--- src/rtl/eth_reset_seq_pkg.sv ---
// Shared types and widths for the Ethernet reset sequencer.
package eth_rst_pkg;

  localparam int LOSS_CNT_W    = 8;
  localparam int DEFAULT_CNT_W = 16;

  typedef enum logic [2:0] {
    WAIT_LOCK   = 3'd0,
    LOCK_STABLE = 3'd1,
    PHY_RST     = 3'd2,
    PHY_SETTLE  = 3'd3,
    RUN         = 3'd4
  } state_t;

endpackage

--- src/rtl/eth_reset_seq_if.sv ---
// Signal bundle between the reset sequencer (master) and the PLL/PHY/core side (slave).
interface eth_reset_seq_if;
  import eth_rst_pkg::*;

  logic                  pll_lock;
  logic                  phy_rst_n;
  logic                  core_rst;
  logic                  ready;
  logic [LOSS_CNT_W-1:0] lock_loss_cnt;

  modport master (
    input  pll_lock,
    output phy_rst_n, core_rst, ready, lock_loss_cnt
  );

  modport slave (
    output pll_lock,
    input  phy_rst_n, core_rst, ready, lock_loss_cnt
  );

endinterface

--- src/rtl/eth_reset_seq_sync_2ff.sv ---
// Generic two-flop synchroniser with synchronous clear.
module sync_2ff #(
  parameter int WIDTH = 1
) (
  input  logic             clk,
  input  logic             clr,
  input  logic [WIDTH-1:0] d,
  output logic [WIDTH-1:0] q
);

  logic [WIDTH-1:0] meta;

  always_ff @(posedge clk) begin
    if (clr) begin
      meta <= '0;
      q    <= '0;
    end else begin
      meta <= d;
      q    <= meta;
    end
  end

endmodule

--- src/rtl/eth_reset_seq.sv ---
// Reset sequencer: PLL lock -> timed PHY reset -> settle -> core release.
// Define ETH_RST_LOCK_LOSS_CNT_EN to enable the saturating lock-loss counter.
module eth_reset_seq
  import eth_rst_pkg::*;
#(
  parameter int LOCK_STABLE_CYCLES = 1024,
  parameter int PHY_RST_CYCLES     = 2500,
  parameter int PHY_SETTLE_CYCLES  = 5000,
  parameter int CNT_W              = DEFAULT_CNT_W
) (
  input  logic            clk,
  input  logic            rst,
  eth_reset_seq_if.master bus
);

  localparam logic [CNT_W-1:0] LOCK_LOAD   = CNT_W'(LOCK_STABLE_CYCLES - 1);
  localparam logic [CNT_W-1:0] PHY_LOAD    = CNT_W'(PHY_RST_CYCLES - 1);
  localparam logic [CNT_W-1:0] SETTLE_LOAD = CNT_W'(PHY_SETTLE_CYCLES - 1);

  state_t                state, next_state;
  logic [CNT_W-1:0]      cnt, next_cnt;
  logic                  lock_s;
  logic                  phy_rst_n_q, core_rst_q, ready_q;
  logic [LOSS_CNT_W-1:0] loss_cnt;

  sync_2ff #(.WIDTH(1)) u_lock_sync (
    .clk (clk),
    .clr (rst),
    .d   (bus.pll_lock),
    .q   (lock_s)
  );

  // Loss of lock outranks any count expiry once the PHY sequence has begun.
  always_comb begin
    next_state = state;
    next_cnt   = cnt;
    case (state)
      WAIT_LOCK: begin
        if (lock_s) begin
          next_state = LOCK_STABLE;
          next_cnt   = LOCK_LOAD;
        end
      end
      LOCK_STABLE: begin
        if (!lock_s) begin
          next_state = WAIT_LOCK;
        end else if (cnt == '0) begin
          next_state = PHY_RST;
          next_cnt   = PHY_LOAD;
        end else begin
          next_cnt = cnt - CNT_W'(1);
        end
      end
      PHY_RST: begin
        if (!lock_s) begin
          next_state = WAIT_LOCK;
        end else if (cnt == '0) begin
          next_state = PHY_SETTLE;
          next_cnt   = SETTLE_LOAD;
        end else begin
          next_cnt = cnt - CNT_W'(1);
        end
      end
      PHY_SETTLE: begin
        if (!lock_s) begin
          next_state = WAIT_LOCK;
        end else if (cnt == '0) begin
          next_state = RUN;
        end else begin
          next_cnt = cnt - CNT_W'(1);
        end
      end
      RUN: begin
        if (!lock_s) next_state = WAIT_LOCK;
      end
      default: next_state = WAIT_LOCK;
    endcase
  end

  // Outputs decode next_state so they switch on the same edge as the state.
  always_ff @(posedge clk) begin
    if (rst) begin
      state       <= WAIT_LOCK;
      cnt         <= '0;
      phy_rst_n_q <= 1'b0;
      core_rst_q  <= 1'b1;
      ready_q     <= 1'b0;
    end else begin
      state       <= next_state;
      cnt         <= next_cnt;
      phy_rst_n_q <= (next_state == PHY_SETTLE) || (next_state == RUN);
      core_rst_q  <= (next_state != RUN);
      ready_q     <= (next_state == RUN);
    end
  end

`ifdef ETH_RST_LOCK_LOSS_CNT_EN
  logic loss_event;

  assign loss_event = !lock_s &&
                      ((state == PHY_RST) || (state == PHY_SETTLE) || (state == RUN));

  always_ff @(posedge clk) begin
    if (rst) begin
      loss_cnt <= '0;
    end else if (loss_event && (loss_cnt != '1)) begin
      loss_cnt <= loss_cnt + LOSS_CNT_W'(1);
    end
  end
`else
  assign loss_cnt = '0;
`endif

  assign bus.phy_rst_n     = phy_rst_n_q;
  assign bus.core_rst      = core_rst_q;
  assign bus.ready         = ready_q;
  assign bus.lock_loss_cnt = loss_cnt;

endmodule

--- src/flat_wrapper.sv ---
// flat-port wrapper written by rule: the top's interface ports become plain ports
module eth_reset_seq_flat import eth_rst_pkg::*;
#(
  parameter int LOCK_STABLE_CYCLES = 1024,
  parameter int PHY_RST_CYCLES     = 2500,
  parameter int PHY_SETTLE_CYCLES  = 5000,
  parameter int CNT_W              = DEFAULT_CNT_W
)
  (clk, rst, bus_pll_lock, bus_phy_rst_n, bus_core_rst, bus_ready, bus_lock_loss_cnt);
  eth_reset_seq_if bus_i ();
  input  logic clk;
  input  logic rst;
  input wire logic [$bits(bus_i.pll_lock)-1:0] bus_pll_lock;
  output wire logic [$bits(bus_i.phy_rst_n)-1:0] bus_phy_rst_n;
  output wire logic [$bits(bus_i.core_rst)-1:0] bus_core_rst;
  output wire logic [$bits(bus_i.ready)-1:0] bus_ready;
  output wire logic [$bits(bus_i.lock_loss_cnt)-1:0] bus_lock_loss_cnt;
  assign bus_i.pll_lock = bus_pll_lock;
  assign bus_phy_rst_n = bus_i.phy_rst_n;
  assign bus_core_rst = bus_i.core_rst;
  assign bus_ready = bus_i.ready;
  assign bus_lock_loss_cnt = bus_i.lock_loss_cnt;
  eth_reset_seq #(.LOCK_STABLE_CYCLES(LOCK_STABLE_CYCLES), .PHY_RST_CYCLES(PHY_RST_CYCLES), .PHY_SETTLE_CYCLES(PHY_SETTLE_CYCLES), .CNT_W(CNT_W)) u_core (.clk(clk), .rst(rst), .bus(bus_i));
endmodule
--- config.mk ---
export PLATFORM = sky130hd
export DESIGN_NAME = eth_reset_seq_flat
export DESIGN_NICKNAME = d
export VERILOG_FILES = /design/src/rtl/eth_reset_seq_pkg.sv /design/src/rtl/eth_reset_seq_if.sv /design/src/rtl/eth_reset_seq_sync_2ff.sv /design/src/rtl/eth_reset_seq.sv /design/src/flat_wrapper.sv
export SDC_FILE = /design/constraint.sdc
export NUM_CORES = 1
export LEC_CHECK = 0
export ABC_AREA = 1
export ABC_CLOCK_PERIOD_IN_PS = 2090
export BUFFER_PORTS_ARGS = -buffer_cell sky130_fd_sc_hd__buf_2
export CAP_MARGIN = 20
export CELL_PAD_IN_SITES_DETAIL_PLACEMENT = 1
export CELL_PAD_IN_SITES_GLOBAL_PLACEMENT = 2
export CORE_MARGIN = 3
export CORE_UTILIZATION = 30
export DETAILED_ROUTE_END_ITERATION = 7
export GPL_ROUTABILITY_DRIVEN = 0
export MAX_ROUTING_LAYER = met4
export PLACE_DENSITY = 0.8
export SLEW_MARGIN = 5
export SYNTH_ARGS = -nofsm -noshare
export SYNTH_HDL_FRONTEND = slang
export SYNTH_HIERARCHICAL = 1
export SYNTH_SLANG_ARGS = --single-unit
export TNS_END_PERCENT = 30
--- constraint.sdc ---
create_clock -name clk -period 2.09 [get_ports clk]
set_clock_uncertainty 0.1 [all_clocks]
set_input_delay 0.418 -clock clk [delete_from_list [all_inputs] [get_ports clk]]
set_output_delay 0.418 -clock clk [all_outputs]
set_load 0.01 [all_outputs]
==> results.yml <==
setup_path:
  worstPathMaxFanout: 16
  critPathMostFrequentCell: "nor2_1"
  crit_chain: "inv_1 > ha_1 > nand2_1 > nor2_4 > nand4_2 > nand2_4 > inv_2 > nand3_1 > nor2_1 > nor2_1"
  kind_of_critical_path: "reg2reg"
  timing.critical_path.buf_inv: 2
  r2r_slack_ns: 0.26
  critical_path_arrival_ns: 1.91
  critical_path_required_time_ns: 2.17
  worst_path_max_delay_cell: "dfxtp_1"
  worst_path_largest_cell_delay_ns: 0.36
  critPathLaunchType: "flop"
  timing.critical_path.max_delay_family: "simple AND/OR/NAND/NOR gates"
  endpoint_type_of_the_worst_setup_path: "flop"
final_layout:
  design.final.nets: 234
  insertedDiodeCount: 0
  drive_above_1_share: 0.132
  synthToLayoutAreaGrowth_pct: 9.60
grt:
  grt.total_usage: 0.148
  global_route_total_overflow: 0
  antenna_found_initial: 0
  grt_start_max_net_pins: 17
  grt_pass1_vias: 1264
  grt_pass1_wl_mm: 6.19
logic_synthesis:
  synthMostInstantiatedCell: "nand2_1"
  netlist.top_cell.by_area: "dfxtp_1"
  synth_largest_type_area_fraction: 0.329
  ys_warn_count: 6
  ys_seq_elements: 24
  netlist_top_cells_count: "nand2_1 (46), nor2_1 (34), inv_1 (29)"
  postSynthCellCount: 220
  ys.flop_type: "dfxtp_1"
  synth_seq_area_share: 0.329
  synth.cell_area_mm2: 0.00146
  async_reset_ff_frac: 0
  synth_cell_type_count: 29
  synthesis.area_per_instance_um2: 6.64
  count_of_flip_flops_with_a_built_in_enable_after_synthesis: 0
  post_synth_main_area_contributors: "dfxtp_1 (33%), nand2_1 (12%), nor2_1 (8.7%), inv_1 (7.5%), a21oi_1 (4.8%)"
routing:
  num_vias: 1309
  drt_first_iter_violations: 37
  wirelength_mm: 3.57
  drt-vias-per-instance: 4.47
  detail_route.first_pass.iterations: 4
  drcViolationCount: 0
  postRouteAntennaNets: 0
  wire_length_per_cell_um: 12.2
sta:
  timing.final.crit_share: 0.876
  setup-tns-final_ns: 0
  achievable-frequency_ghz: 0.546
  report.final.slew_viol_count: 0
  rsz0062_at_grt: "false"
  setup_ws_ns: 0.259
  report.final.setup_viol: 0
  timing.final.crit_period_ns: 1.83
  hold_viol_final: 0
clock_network:
  htreeDepth: 1
  cts.repair.resized: 0
  clock-sinks: 24
  clk_pin_slew_worst_paths_ns: 0.09
  cts-root-to-sink-buffers: 2
  tritoncts: "done"
  cts_post_setup_buffers_inserted: 0
  clkLatencyLatePin_ns: 0.27
  cts-root-buf: "clkbuf_8"
  numCtsBuffers: 3
  holdBufCountCts: 0
power:
  cell_internal_pwr_mw: 0.809
  clkPwrFrac: 0.364
  power.leakage_nw: 0.787
  switching_power_mw: 0.321
  power.combinational.fraction: 0.203
  max-vdd-ir-drop_uv: 220
  seqPwrFrac: 0.433
  switching_share: 0.284
  power_per_cell_area_mw_per_mm2: 706
flow_run:
  number_of_maximum_capacitance_constraint_violations: 0
die:
  chipWidth_um: 75.8
  placeable_core_area_mm2: 0.00453
  num_io_pins: 14
  design.die.area_mm2: 0.00574
  dieHeight_um: 75.8
  initial_core_util: 0.322
  placementRows: 24
hold_path:
  class_of_the_tightest_hold_or_removal_check: "in2reg"
place:
  io_buffers: 5
  placement.setup.worst_slack_ns: 0.255
  detail_placement_hpwl_mm: 2.80
status:
  outcome: "finished clean"
cell families (layout without fill, tap and decap cells):
family / count (synthesis) / count (layout) / share of synthesized area
AO/OA/AOI/OAI: 31 / 31 / 0.118
XOR/XNOR: 5 / 5 / 0.0300
adder cells (fa/ha/maj): 2 / 2 / 0.0171
buffers and inverters: 41 / 42 / 0.136
flip-flops: 24 / 24 / 0.329
other: 1 / 8 / 0.00257
AND/OR/NAND/NOR: 116 / 116 / 0.367
worst min-delay path: stages:
cell,delay (ns)
buf_2,0.09
inv_1,0.04
nor2_1,0.03
area by class of cell:
cell class                      count  area [µm²]
Clock buffer                        3        41.3
Sequential cell                    24         480
Clock inverter                      1        30.0
Inverter                           30         113
Multi-Input combinational cell    162         807
Fill cell                         606        2930
Timing Repair Buffer                8        47.5
Tap cell                           65        81.3
power by group through the flow:
stage          Clock [mW]  Combinational, mW  Sequential, mW
6_report            0.412              0.230           0.489
5_1_grt             0.448              0.266           0.492
4_1_cts             0.434              0.232           0.489
3_5_place_dp            0              0.230           0.500
3_3_place_gp            0              0.231           0.500
2_1_floorplan           0              0.192           0.496
metal layers:
| layer | wire length (µm) | up-vias | GRT usage |
|---|---|---|---|
| li1 | - | 691 | - |
| met1 | 1910 | 597 | 0.198 |
| met2 | 1510 | 16 | 0.225 |
| met3 | 84 | 5 | 0.0198 |
| met4 | 60 | 0 | 0.0583 |
| met5 | 0 | - | - |
placed cells by master (no fill, tap or decap), types with 2 or more instances in the layout:
cell type   n
o21ai_2     2
buf_2       5
inv_1      29
ha_1        2
nor2_1     34
nand2_2     2
a21oi_1    14
conb_1      8
nor2_4      3
dfxtp_1    24
nand3_1    14
nand2_1    46
xnor2_1     3
buf_4       3
o21ai_1     8
o21ai_0     5
clkbuf_8    3
nor2_2      5
or2_1       2
xor2_1      2
nand4_1     4
nor3_1      2
registers in the layout, indices dropped and copies added (netlist names):
register / count
u_core/bus.phy_rst_n: 1
u_core/u_lock_sync/q: 1
u_core/u_lock_sync/meta: 1
u_core/cnt: 16
u_core/bus.core_rst: 1
u_core/state: 3
u_core/bus.ready: 1
path summary, 6_finish.rpt:
path | startpoint | to | cells after the start
setup / recovery | u_core/cnt[0] | u_core/cnt[1] | 10
hold / removal | bus_pll_lock | u_core/u_lock_sync/meta | 3
setup reg to reg | u_core/cnt[0] | u_core/cnt[1] | 10
hold reg to reg | u_core/u_lock_sync/meta | u_core/u_lock_sync/q | 2
through the flow:
| step | utilization | total power, mW | area, µm² | hold slack [ns] | instances |
|---|---|---|---|---|---|
| finish | 0.353 | 1.13 | 1600 | 0.247 | 293 |
| global route | 0.353 | 1.21 | 1600 | 0.259 | 293 |
| CTS | 0.353 | 1.16 | 1600 | 0.234 | 293 |
| detailed placement | 0.337 | 0.730 | 1530 | 0.304 | 289 |
| global placement | 0.337 | 0.731 | 1530 | 0.294 | 289 |
| floorplan | - | 0.688 | 1490 | 0.288 | 227 |
No activity file was read; power rests on OpenSTA's default activity.
